$ cat src/rtl/cpu_types_pkg.sv
// ---------------------------------------------------------------------------
// cpu_types_pkg
// Shared types and helpers for the instruction cache.
//   icache_state_t : controller states (IDLE waits for lookups, FILL streams
//                    a missing block in from memory)
//   log2ceil       : ceiling log2 used to size address fields
//   wordBits       : width of the word-offset field for a block size
//   indexBits      : width of the set-index field for a set count
//   tagBits        : width of the tag left over from a 32-bit byte address
// ---------------------------------------------------------------------------
package cpu_types_pkg;

    typedef enum logic {
        IDLE = 1'b0,
        FILL = 1'b1
    } icache_state_t;

    // Smallest r with (1 << r) >= n; returns 0 for n <= 1.
    function automatic int log2ceil(input int n);
        int r;
        r = 0;
        for (int i = 0; i < 31; i++) begin
            if ((1 << i) < n) begin
                r = i + 1;
            end
        end
        return r;
    endfunction

    function automatic int wordBits(input int words);
        return log2ceil(words);
    endfunction

    function automatic int indexBits(input int nsets);
        return log2ceil(nsets);
    endfunction

    // Two byte-offset bits are always dropped before the word offset.
    function automatic int tagBits(input int nsets, input int words);
        return 30 - log2ceil(words) - log2ceil(nsets);
    endfunction

endpackage

$ cat src/rtl/icache_satcnt.sv
// ---------------------------------------------------------------------------
// icache_satcnt
// Up-counter that sticks at its all-ones value instead of wrapping.
//   CLK   : clock, counts on rising edge
//   RST   : asynchronous active-high reset, clears the count
//   inc   : count one event this cycle
//   count : current value
// ---------------------------------------------------------------------------
module icache_satcnt #(
    parameter int WIDTH = 32
) (
    input  logic             CLK,
    input  logic             RST,
    input  logic             inc,
    output logic [WIDTH-1:0] count
);

    // Increment only while headroom remains so the count pins at all-ones.
    always_ff @(posedge CLK or posedge RST) begin
        if (RST) begin
            count <= '0;
        end else if (inc && (count != '1)) begin
            count <= count + 1'b1;
        end
    end

endmodule

$ cat src/rtl/icache_param.sv
// ---------------------------------------------------------------------------
// icache_param
// Direct-mapped, blocking instruction cache with a whole-cache invalidate.
//   CLK, RST           : clock and asynchronous active-high reset
//   imemREN, imemaddr  : datapath fetch request and byte address
//   ihit, imemload     : same-cycle hit indication and instruction word
//   iREN, iaddr        : memory read request and word address during a fill
//   iwait, iload       : memory busy flag and returned read data
//   inval              : one-cycle pulse clearing every valid bit
//   hit_cnt, miss_cnt  : saturating hit / miss statistics
// ---------------------------------------------------------------------------
module icache_param
    import cpu_types_pkg::*;
#(
    parameter int NSETS = 16,
    parameter int WORDS = 2
) (
    input  logic        CLK,
    input  logic        RST,
    input  logic        imemREN,
    input  logic [31:0] imemaddr,
    output logic        ihit,
    output logic [31:0] imemload,
    output logic        iREN,
    output logic [31:0] iaddr,
    input  logic        iwait,
    input  logic [31:0] iload,
    input  logic        inval,
    output logic [31:0] hit_cnt,
    output logic [31:0] miss_cnt
);

    localparam int WB   = wordBits(WORDS);
    localparam int IB   = indexBits(NSETS);
    localparam int TB   = tagBits(NSETS, WORDS);
    localparam int CW   = (WB == 0) ? 1 : WB;
    localparam int OFS  = 2 + WB;
    localparam int TOFS = 2 + WB + IB;

    icache_state_t  state;
    logic [CW-1:0]  fillCnt;
    logic [NSETS-1:0] validBits;
    logic [TB-1:0]  tagArr  [NSETS];
    logic [31:0]    dataArr [NSETS][WORDS];

    logic [IB-1:0]  missIndex;
    logic [TB-1:0]  missTag;

    logic [CW-1:0]  reqWord;
    logic [IB-1:0]  reqIndex;
    logic [TB-1:0]  reqTag;
    logic           tagMatch;
    logic           lookupHit;
    logic           lookupMiss;
    logic           fillBeat;
    logic           fillDone;

    // Fields are extracted with shifts so a one-word block (no word offset)
    // needs no zero-width slice.
    assign reqWord  = CW'((imemaddr >> 2) & 32'(WORDS - 1));
    assign reqIndex = IB'(imemaddr >> OFS);
    assign reqTag   = TB'(imemaddr >> TOFS);

    // Lookups only happen in IDLE; an inval in the same cycle still sees the
    // old contents because the valid bits only clear at the edge.
    assign tagMatch   = validBits[reqIndex] && (tagArr[reqIndex] == reqTag);
    assign lookupHit  = (state == IDLE) && imemREN && tagMatch;
    assign lookupMiss = (state == IDLE) && imemREN && !tagMatch;
    assign ihit       = lookupHit;
    assign imemload   = lookupHit ? dataArr[reqIndex][reqWord] : 32'd0;

    // Memory side is driven straight from the state register, so an async
    // reset drops iREN without waiting for an edge.
    assign fillBeat = (state == FILL) && !iwait;
    assign fillDone = fillBeat && (fillCnt == CW'(WORDS - 1));
    assign iREN     = (state == FILL);
    assign iaddr    = (state == FILL) ?
                      ((32'(missTag) << TOFS) | (32'(missIndex) << OFS) |
                       (32'(fillCnt) << 2)) : 32'd0;

    // Controller: inval beats everything, including a fill finishing in the
    // same cycle, so an abandoned set never becomes valid.
    always_ff @(posedge CLK or posedge RST) begin
        if (RST) begin
            state     <= IDLE;
            fillCnt   <= '0;
            validBits <= '0;
        end else if (inval) begin
            state     <= IDLE;
            fillCnt   <= '0;
            validBits <= '0;
        end else begin
            case (state)
                IDLE: begin
                    if (lookupMiss) begin
                        state   <= FILL;
                        fillCnt <= '0;
                    end
                end
                FILL: begin
                    if (fillBeat) begin
                        fillCnt <= fillCnt + 1'b1;
                    end
                    if (fillDone) begin
                        validBits[missIndex] <= 1'b1;
                        state                <= IDLE;
                    end
                end
                default: begin
                    state <= IDLE;
                end
            endcase
        end
    end

    // Storage and the latched miss address carry no reset; the valid bits
    // alone decide whether their contents mean anything.
    always_ff @(posedge CLK) begin
        if (lookupMiss) begin
            missIndex <= reqIndex;
            missTag   <= reqTag;
        end
        if (fillBeat && !inval) begin
            dataArr[missIndex][fillCnt] <= iload;
            if (fillDone) begin
                tagArr[missIndex] <= missTag;
            end
        end
    end

    icache_satcnt #(.WIDTH(32)) uHitCnt (
        .CLK   (CLK),
        .RST   (RST),
        .inc   (lookupHit),
        .count (hit_cnt)
    );

    icache_satcnt #(.WIDTH(32)) uMissCnt (
        .CLK   (CLK),
        .RST   (RST),
        .inc   (lookupMiss),
        .count (miss_cnt)
    );

endmodule

$ cat config.mk
export PLATFORM = sky130hd
export DESIGN_NAME = icache_param
export DESIGN_NICKNAME = d
export VERILOG_FILES = /design/src/rtl/cpu_types_pkg.sv /design/src/rtl/icache_satcnt.sv /design/src/rtl/icache_param.sv
export SDC_FILE = /design/constraint.sdc
export NUM_CORES = 1
export LEC_CHECK = 0
export ABC_AREA = 1
export BUFFER_PORTS_ARGS = -buffer_cell sky130_fd_sc_hd__buf_2
export CAP_MARGIN = 20
export CORE_MARGIN = 4
export CORE_UTILIZATION = 30
export DETAILED_ROUTE_END_ITERATION = 6
export SYNTH_ARGS = -nofsm -noshare
export SYNTH_HDL_FRONTEND = slang
export SYNTH_SLANG_ARGS = --single-unit
$ cat constraint.sdc
create_clock -name CLK -period 8.3 [get_ports CLK]
set_input_delay 0.83 -clock CLK [delete_from_list [all_inputs] [get_ports CLK]]
set_output_delay 0.83 -clock CLK [all_outputs]
set_load 0.05 [all_outputs]
==> results of run 1 <==
## stage by stage
stage	std cells	hold WS [ns]	worst slack, ns	utilization, %
floorplan	5521	0.454	3.79	-
global placement	8282	0.477	2.45	32.1
detailed placement	8282	0.479	2.41	32.1
CTS	8576	0.169	2.41	34.6
global route	8585	0.160	2.09	34.7
finish	8590	0.147	2.46	34.7
## cell usage after synthesis, drive strengths merged (5+ instances only)
cell type,count
o22ai,15
or2,5
dfrtp,82
nand4,47
nand3,382
edfxtp,1453
inv,301
nor4,11
a32oi,20
xnor2,12
a31o,19
clkbuf,209
o211ai,20
a221oi,45
buf,125
o31ai,32
nor3,27
a22oi,120
nor2,298
o21ai,104
xor2,29
a21oi,519
a221o,32
o311ai,13
nand2,1592
## registers in the layout, summed over array words and instances (netlist names)
register and count:
dataArr 1024, tagArr 400, uHitCnt.count 32, uMissCnt.count 32
missTag 25, validBits 16, missIndex 4, fillCnt 1
iREN 1
## layer usage
layer / up-vias / wire [um] / part of all wire, % / global-route usage, %
met1: 21400 / 77600 / 42 / 21.7
met2: 1665 / 86200 / 47 / 25.8
met3: 355 / 13200 / 7.2 / 2.80
li1: 19700 / - / - / -
met5: - / 50 / 0.027 / 0
met4: 8 / 5800 / 3.2 / 5.70
## final cells by class
cell class | count | area (um2) | share of cell area [%]
Antenna cell | 11 | 27.5 | 0.0374
Clock buffer | 199 | 4200 | 5.71
Timing Repair Buffer | 277 | 1750 | 2.38
Tap cell | 2821 | 3530 | 4.80
Multi-Input combinational cell | 3349 | 16000 | 21.8
Inverter | 303 | 1190 | 1.62
Sequential cell | 1535 | 45700 | 62.1
Clock inverter | 95 | 1120 | 1.53
## logic make-up after synthesis
| logic type | count (synthesis) | synth area share [%] |
|---|---|---|
| simple gates | 2365 | 15.0 |
| flops | 1535 | 71.4 |
| compound gates | 939 | 8.86 |
| buf+inv | 637 | 4.19 |
| xor+xnor | 41 | 0.561 |
| fa+ha+maj | 2 | 0.0391 |
| other cells | 1 | 0.00586 |
## power breakdown
part	leakage (nW)	internal [mW]	switching, mW	total, mW
logic	9.59	0.255	0.760	1.01
clock network	2.55	4.03	3.11	7.15
registers	14.2	8.51	0.0483	8.56
## worst min-delay path by stage
stage / to / depth (start not counted) / start / slack (ns)
after floorplan: validBits[14]$_DFFE_PP0P_ / 2 / validBits[14]$_DFFE_PP0P_ / 0.45
after global routing: uHitCnt.count[21]$_DFFE_PP0P_ / 3 / RST / 0.16
after CTS: missTag[14]$_DFFE_PP_ / 1 / imemaddr[21] / 0.17
after detailed placement: validBits[14]$_DFFE_PP0P_ / 2 / validBits[14]$_DFFE_PP0P_ / 0.48
final: uHitCnt.count[13]$_DFFE_PP0P_ / 3 / RST / 0.15
after global placement: validBits[14]$_DFFE_PP0P_ / 2 / validBits[14]$_DFFE_PP0P_ / 0.48
## cells in the final DEF (no fill, tap or decap), types with 86 or more instances in the layout
master                         n
sky130_fd_sc_hd__buf_2       190
sky130_fd_sc_hd__a22oi_1     120
sky130_fd_sc_hd__nor2_1      249
sky130_fd_sc_hd__clkbuf_16   161
sky130_fd_sc_hd__inv_1       294
sky130_fd_sc_hd__edfxtp_1   1453
sky130_fd_sc_hd__nand3_1     379
sky130_fd_sc_hd__nand2_1    1592
sky130_fd_sc_hd__o21ai_0      86
sky130_fd_sc_hd__a21oi_1     519
## worst max-delay path, stage by stage
cell                        delay (ns)
sky130_fd_sc_hd__buf_8            0.44
sky130_fd_sc_hd__clkinv_16        0.77
sky130_fd_sc_hd__or2_0            0.48
sky130_fd_sc_hd__nand2_1          0.07
sky130_fd_sc_hd__nand3_1          0.06
sky130_fd_sc_hd__nand3_1          0.14
sky130_fd_sc_hd__nand2_1          0.07
sky130_fd_sc_hd__nand2_1          0.16
sky130_fd_sc_hd__nand2_1          0.08
sky130_fd_sc_hd__nor2_1           0.11
sky130_fd_sc_hd__nand2_1          0.06
sky130_fd_sc_hd__nor2_1           0.11
sky130_fd_sc_hd__nand2_1          0.17
sky130_fd_sc_hd__nor3_4           0.14
sky130_fd_sc_hd__buf_4            0.25
sky130_fd_sc_hd__inv_2            0.37
sky130_fd_sc_hd__nor2_1           0.23
sky130_fd_sc_hd__buf_2            0.29
==> results.md, run 1 <==
- Post-Route WL: 183000 um
- Post-synth cell types: 44
- Worst Setup EP: imemload[4]
- Global router's overall resource usage: 16.0%
- Buffers inserted by post-CTS timing repair: 0
- Critical path launch point type: input pin
- Maximum frequency from static timing analysis: 171 MHz
- Worst slew margin relative to its limit: 17.8%
- R2R depth: 16
- Launch instance of the worst register-to-register path: validBits[0]$_DFFE_PP0P_
- CTS Buf Count: 161
- I/O Pins: 199
- Layout cell share with drive strength beyond 1: around a tenth
- First-pass GRT wire length: 268000 um
- DRC violation total after the first TritonRoute iteration: about 4.3k
- Overflow left after global routing: 0
- Final total power: 16.7 mW
- Primary FF master, synth: sky130_fd_sc_hd__edfxtp_1
- Fraction of registers with async set/reset: 5.34%
- CTS Hold Buffers Added: 0
- Cell type with the largest total area after synthesis: sky130_fd_sc_hd__edfxtp_1
- Largest fanout on the critical path: roughly 330
- Clock latency reported for the late side of the worst-skew pair: 0.86 ns
- Critical path launch point: imemaddr[3]
- Total vias in the final route: approximately 43k
- Mean area per synthesized cell: ~12 um2
- Clock tree skew after final layout: 0.108 ns
- Post-route clock period utilization: a little over two thirds
- Dominant cells by area after synthesis: sky130_fd_sc_hd__edfxtp_1 (68%), sky130_fd_sc_hd__nand2_1 (9.3%), sky130_fd_sc_hd__a21oi_1 (4.1%)
- Total cell area at the placement stage: 68100 um2
- Chip width: 470 um
- Setup violations, final: 0
- Longest Clk Path Bufs: 3
- TritonRoute pass-1 iters: 5
- Final Max Slew Viols: 0
- Netlist Area Pre-Place: 64000 um2
- Setup repair after global routing missed its margin: false
- Initial antenna violation count: 26
- Max-cap violations: 0
- Post-route standard cell area excluding fillers: approximately 74000 um2
- Type of the tightest min-delay check: input pin to asynchronous set/reset pin
- Clock transition time at the flip-flop clock pins of the worst setup and hold paths: 0.06 ns
- Flops & latches, synth: 1535
- Leakage power total: 26.4 nW
- Number of levels the H-tree was split into: 4
- Status: finished, final reports clean
- Buffers added on ports: slightly below 200
- Warning count from the yosys run: 0
- Final Net Count: 5698
- Cells after Synth: 5520
- Kind of capture point of the worst setup path: primary output
- Final period demand of the worst path: 5.84 ns
- Largest voltage drop on the vdd net: roughly 230 uV
- Post-cts repair resize count: 0
- Via count of the first global-routing pass: between 40k and 50k
- Pin count of the biggest net entering global routing: 329
- Area Overhead vs Synth: 14.9%
- Hold violation count in the final report: 0
- Pin slew with the least headroom to its limit: between 1 and 1.5 ns
- Startpoint-to-endpoint class of the critical path: input pin to primary output
- ANT nets after route: 0
- Residual DRC: 0
- CTS tree: built
- Data required time at the worst endpoint: 7.47 ns
- Fraction of the yosys area taken by sequential cells: 71.4%
- WL/cell: 21.3 um
- Final weighted congestion of routability-driven global placement: 0.871
- Fill cell count: roughly 21k
- Number of vias per cell after detailed routing: 5.03
- Number of rows created at floorplan: around 170
- Initial Util: a little under a third
- Data arrival time of the critical path: 5.01 ns
- Number of flops mapped to enable cells by yosys: 1453
- Core outline area: 212000 um2
- Half-perimeter wire length after detailed placement: 89700 um
- Capture instance of the worst register-to-register path: missTag[11]$_DFFE_PP_
- Final sum of negative setup slack: 0 ns
- Total power per unit cell area: around 230 nW/um2
- Height of the die: 470 um
- Share of Yosys cell area claimed by the top area cell type: 68.2%
- Cell at the root of the clock tree: sky130_fd_sc_hd__clkbuf_16
- Die Outline Area: ~220000 um2
- Register-to-Register Setup Slack: about 5 ns
- CTS sink count: 1535
Power figures use the tool's default switching activity.
==> inputs of run 2 (changes only) <==
--- a/config.mk
+++ b/config.mk
@@ -5,7 +5,7 @@
 export SDC_FILE = /design/constraint.sdc
 export NUM_CORES = 1
 export LEC_CHECK = 0
-export ABC_AREA = 1
+export ABC_AREA = 0
 export BUFFER_PORTS_ARGS = -buffer_cell sky130_fd_sc_hd__buf_2
 export CAP_MARGIN = 20
 export CORE_MARGIN = 4
==> constraint.sdc (replaced) <==
create_clock -name CLK -period 5.75 [get_ports CLK]
set_input_delay 0.575 -clock CLK [delete_from_list [all_inputs] [get_ports CLK]]
set_output_delay 0.575 -clock CLK [all_outputs]
set_load 0.05 [all_outputs]
==> results.md, run 2 <==
- Status: finished, final reports clean
- Chip width: 454 um
- Top post-synthesis cells by count: sky130_fd_sc_hd__edfxtp_1 (1453), sky130_fd_sc_hd__mux4_2 (409), sky130_fd_sc_hd__nand2_1 (121)
- ANT nets after route: 0
- Warning count from the yosys run: 0
- Final Max Slew Viols: 0
- Clock latency reported for the late side of the worst-skew pair: 0.79 ns
- Total vias in the final route: between 20k and 30k
- Longest Clk Path Bufs: 3
- Cell at the root of the clock tree: sky130_fd_sc_hd__clkbuf_16
- Via count of the first global-routing pass: 29.3k
- Number of levels the H-tree was split into: 4
- Data required time at the worst endpoint: 5.18 ns
- Cell type with the largest total area after synthesis: sky130_fd_sc_hd__edfxtp_1
- Global router's overall resource usage: between 10 and 15%
- Most frequent standard cell in the layout excluding fill and tap cells: sky130_fd_sc_hd__edfxtp_1
- Post-Route WL: 147000 um
- CTS Buf Count: ~150
- TritonRoute pass-1 iters: 5
- Fraction of registers with async set/reset: about 5.3%
- Post-cts repair resize count: 0
- Post-synth cell types: 54
- Height of the die: 454 um
- Pin slew with the least headroom to its limit: 1.12 ns
- Kind of capture point of the worst setup path: primary output
- Primary FF master, synth: sky130_fd_sc_hd__edfxtp_1
- Initial Util: 30.2%
- Pin count of the biggest net entering global routing: 132
- Fraction of the yosys area taken by sequential cells: between 70% and 80%
- WL/cell: approximately 25 um
- Residual DRC: 0
- Core outline area: 197000 um2
- Internal power contribution: 18.4 mW
- Dominant cells by area after synthesis: sky130_fd_sc_hd__edfxtp_1 (73%), sky130_fd_sc_hd__mux4_2 (15%), sky130_fd_sc_hd__dfrtp_1 (3.4%)
- Startpoint-to-endpoint class of the critical path: input pin to primary output
- Critical path launch point: imemaddr[4]
- Maximum frequency from static timing analysis: 198 MHz
- Worst Setup EP: imemload[22]
- Slack of the critical path: 0.688 ns
- Worst slew margin relative to its limit: 25.3%
- Flip-flop count of the largest register after layout: 1024
- Final sum of negative setup slack: 0 ns
- DRC violation total after the first TritonRoute iteration: 2824
- Hold violation count in the final report: 0
- Max-cap violations: 0
- Flops & latches, synth: 1535
- Number of rows created at floorplan: 163
- Type of the tightest min-delay check: input pin to flop
- CTS tree: built
- Half-perimeter wire length after detailed placement: 81500 um
- Final Net Count: 3115
- Initial antenna violation count: 16
- Fill cell count: 18.2k
- Final weighted congestion of routability-driven global placement: 0.755
- Cells after Synth: around 2.7k
- Share of power burned in the clock network: around 42%
- Switch Pwr: 5.03 mW
- Dominant cell by count in the synthesized netlist: sky130_fd_sc_hd__edfxtp_1
- Switching power share of the total: about 21%
- Tightest hold margin: 0.0814 ns
- Launch instance of the worst register-to-register path: tagArr[3][19]$_DFFE_PP_
- Number of vias per cell after detailed routing: 4.86
- Final period demand of the worst path: 5.06 ns
- Setup violations, final: 0
- Register-to-Register Setup Slack: 2.04 ns
- Number of flops mapped to enable cells by yosys: 1453
- Leakage power total: 22.6 nW
- Total power per unit cell area: 334 nW/um2
- Layout cell share with drive strength beyond 1: 31.6%
- Post-route clock period utilization: between 80% and 90%
- Critical path launch point type: input pin
- Largest voltage drop on the vdd net: 307 uV
- CTS sink count: 1535
- Total area of sequential cells: about 46000 um2
- Seq pwr share: 52.9%
- Capture instance of the worst register-to-register path: uHitCnt.count[13]$_DFFE_PP0P_
- Netlist Area Pre-Place: between 50000 and 60000 um2
- I/O Pins: 199
- Most frequent cells in the layout: sky130_fd_sc_hd__edfxtp_1 (1453), sky130_fd_sc_hd__mux4_2 (409), sky130_fd_sc_hd__buf_2 (165), sky130_fd_sc_hd__clkbuf_16 (156), sky130_fd_sc_hd__nand2_1 (121)
- Minimum setup slack after placement: 0.590 ns
- Largest regs: dataArr x1024, tagArr x400
- R2R depth: 11
- Die Outline Area: ~210000 um2
- Data arrival time of the critical path: 4.49 ns
- Setup repair after global routing missed its margin: false
- Overflow left after global routing: 0
- First-pass GRT wire length: 211000 um
- Share of Yosys cell area claimed by the top area cell type: between 70% and 80%
- Clock transition time at the flip-flop clock pins of the worst setup and hold paths: 0.06 ns
- Clock tree skew after final layout: between 0.02 and 0.03 ns
- Area of combinational cells with multiple inputs: 13500 um2
- Critical hold path startpoint: imemaddr[23]
- Register with the most flip-flops: dataArr
- Largest fanout on the critical path: 52
- Mean area per synthesized cell: approximately 22 um2
- Gate power share: 4.9%
- Buffers added on ports: 194
- Area Overhead vs Synth: 17.6%
run 2: cell count changes in the layout (fill, tap and decap cells not counted), sizes merged, moves of 66 or more:
cell,delta
nor2,-221
nand2,-1471
a22oi,-114
o21ai,-100
mux2i,+66
nand3,-353
mux4,+409
a21oi,-483
inv,-278
run 2: metal layers:
metal | GRT usage (%) | vias to the layer above | routed length, um
met5 | 0 | - | 40
met4 | 5.21 | 6 | 5060
met3 | 2.81 | 242 | 7950
met2 | 24.4 | 829 | 75800
met1 | 17.8 | 15300 | 58500
li1 | - | 11900 | -
run 2: area by class of cell:
type	instances	share of cell area, %
flip-flops and latches	1535	65.2
multi-input cells	1008	19.2
clock buffers	183	5.78
well taps	2640	4.72
repair buffers	320	3.56
clock inverters	93	1.32
inverters	25	0.138
diodes	8	0.0286
run 2: worst max-delay path, cell delays in order:
cell	delay, ns
sky130_fd_sc_hd__buf_8	0.39
sky130_fd_sc_hd__buf_4	0.29
sky130_fd_sc_hd__mux4_2	0.50
sky130_fd_sc_hd__mux4_2	0.53
sky130_fd_sc_hd__xnor2_1	0.23
sky130_fd_sc_hd__nand3_1	0.20
sky130_fd_sc_hd__nor4_4	0.39
sky130_fd_sc_hd__nand4_4	0.15
sky130_fd_sc_hd__buf_12	0.22
sky130_fd_sc_hd__buf_4	0.24
sky130_fd_sc_hd__a21oi_1	0.29
sky130_fd_sc_hd__buf_2	0.34
run 2: power by group through the flow:
stage / combinational [mW] / clock [mW] / sequential [mW]
final: 1.15 / 9.87 / 12.4
after CTS: 1.17 / 10.1 / 12.4
after global placement: 1.14 / 0 / 12.6
after global routing: 1.23 / 10.6 / 12.4
after floorplan: 0.688 / 0 / 12.7
after detailed placement: 1.15 / 0 / 12.6
run 2: worst min-delay path by stage:
stage	endpoint	slack [ns]	cells past startpoint
2_1_floorplan	validBits[12]$_DFFE_PP0P_	0.51	2
3_3_place_gp	uHitCnt.count[25]$_DFFE_PP0P_	0.47	1
3_5_place_dp	uMissCnt.count[10]$_DFFE_PP0P_	0.47	1
4_1_cts	missTag[16]$_DFFE_PP_	0.001	1
5_1_grt	missTag[16]$_DFFE_PP_	0.03	1
6_report	missTag[16]$_DFFE_PP_	0.08	1
run 2: logic make-up after synthesis:
family	share of synthesized area, %
multiplexers	16.7
flip-flops	76.7
AND/OR/NAND/NOR	2.89
buffers and inverters	1.34
adder cells (fa/ha/maj)	0.0420
AO/OA/AOI/OAI	0.998
other	0.00630
XOR/XNOR	1.31
run 2: per-stage QoR:
step                      cells  util (%)  cell area [um2]  power, mW
final                      5812      35.5            70000       23.4
after global routing       5806      35.5            70000       24.2
after CTS                  5803      35.5            70000       23.7
after detailed placement   5504      32.8            64800       13.8
after global placement     5503      32.8            64800       13.7
after floorplan            2711         -            59600       13.3
run 2: what timing repair did:
item / 4_1_cts / 5_1_grt
hold endpoints to repair: 44 / 0
buffers inserted: 0 / 0
hold buffers: 23 / 0
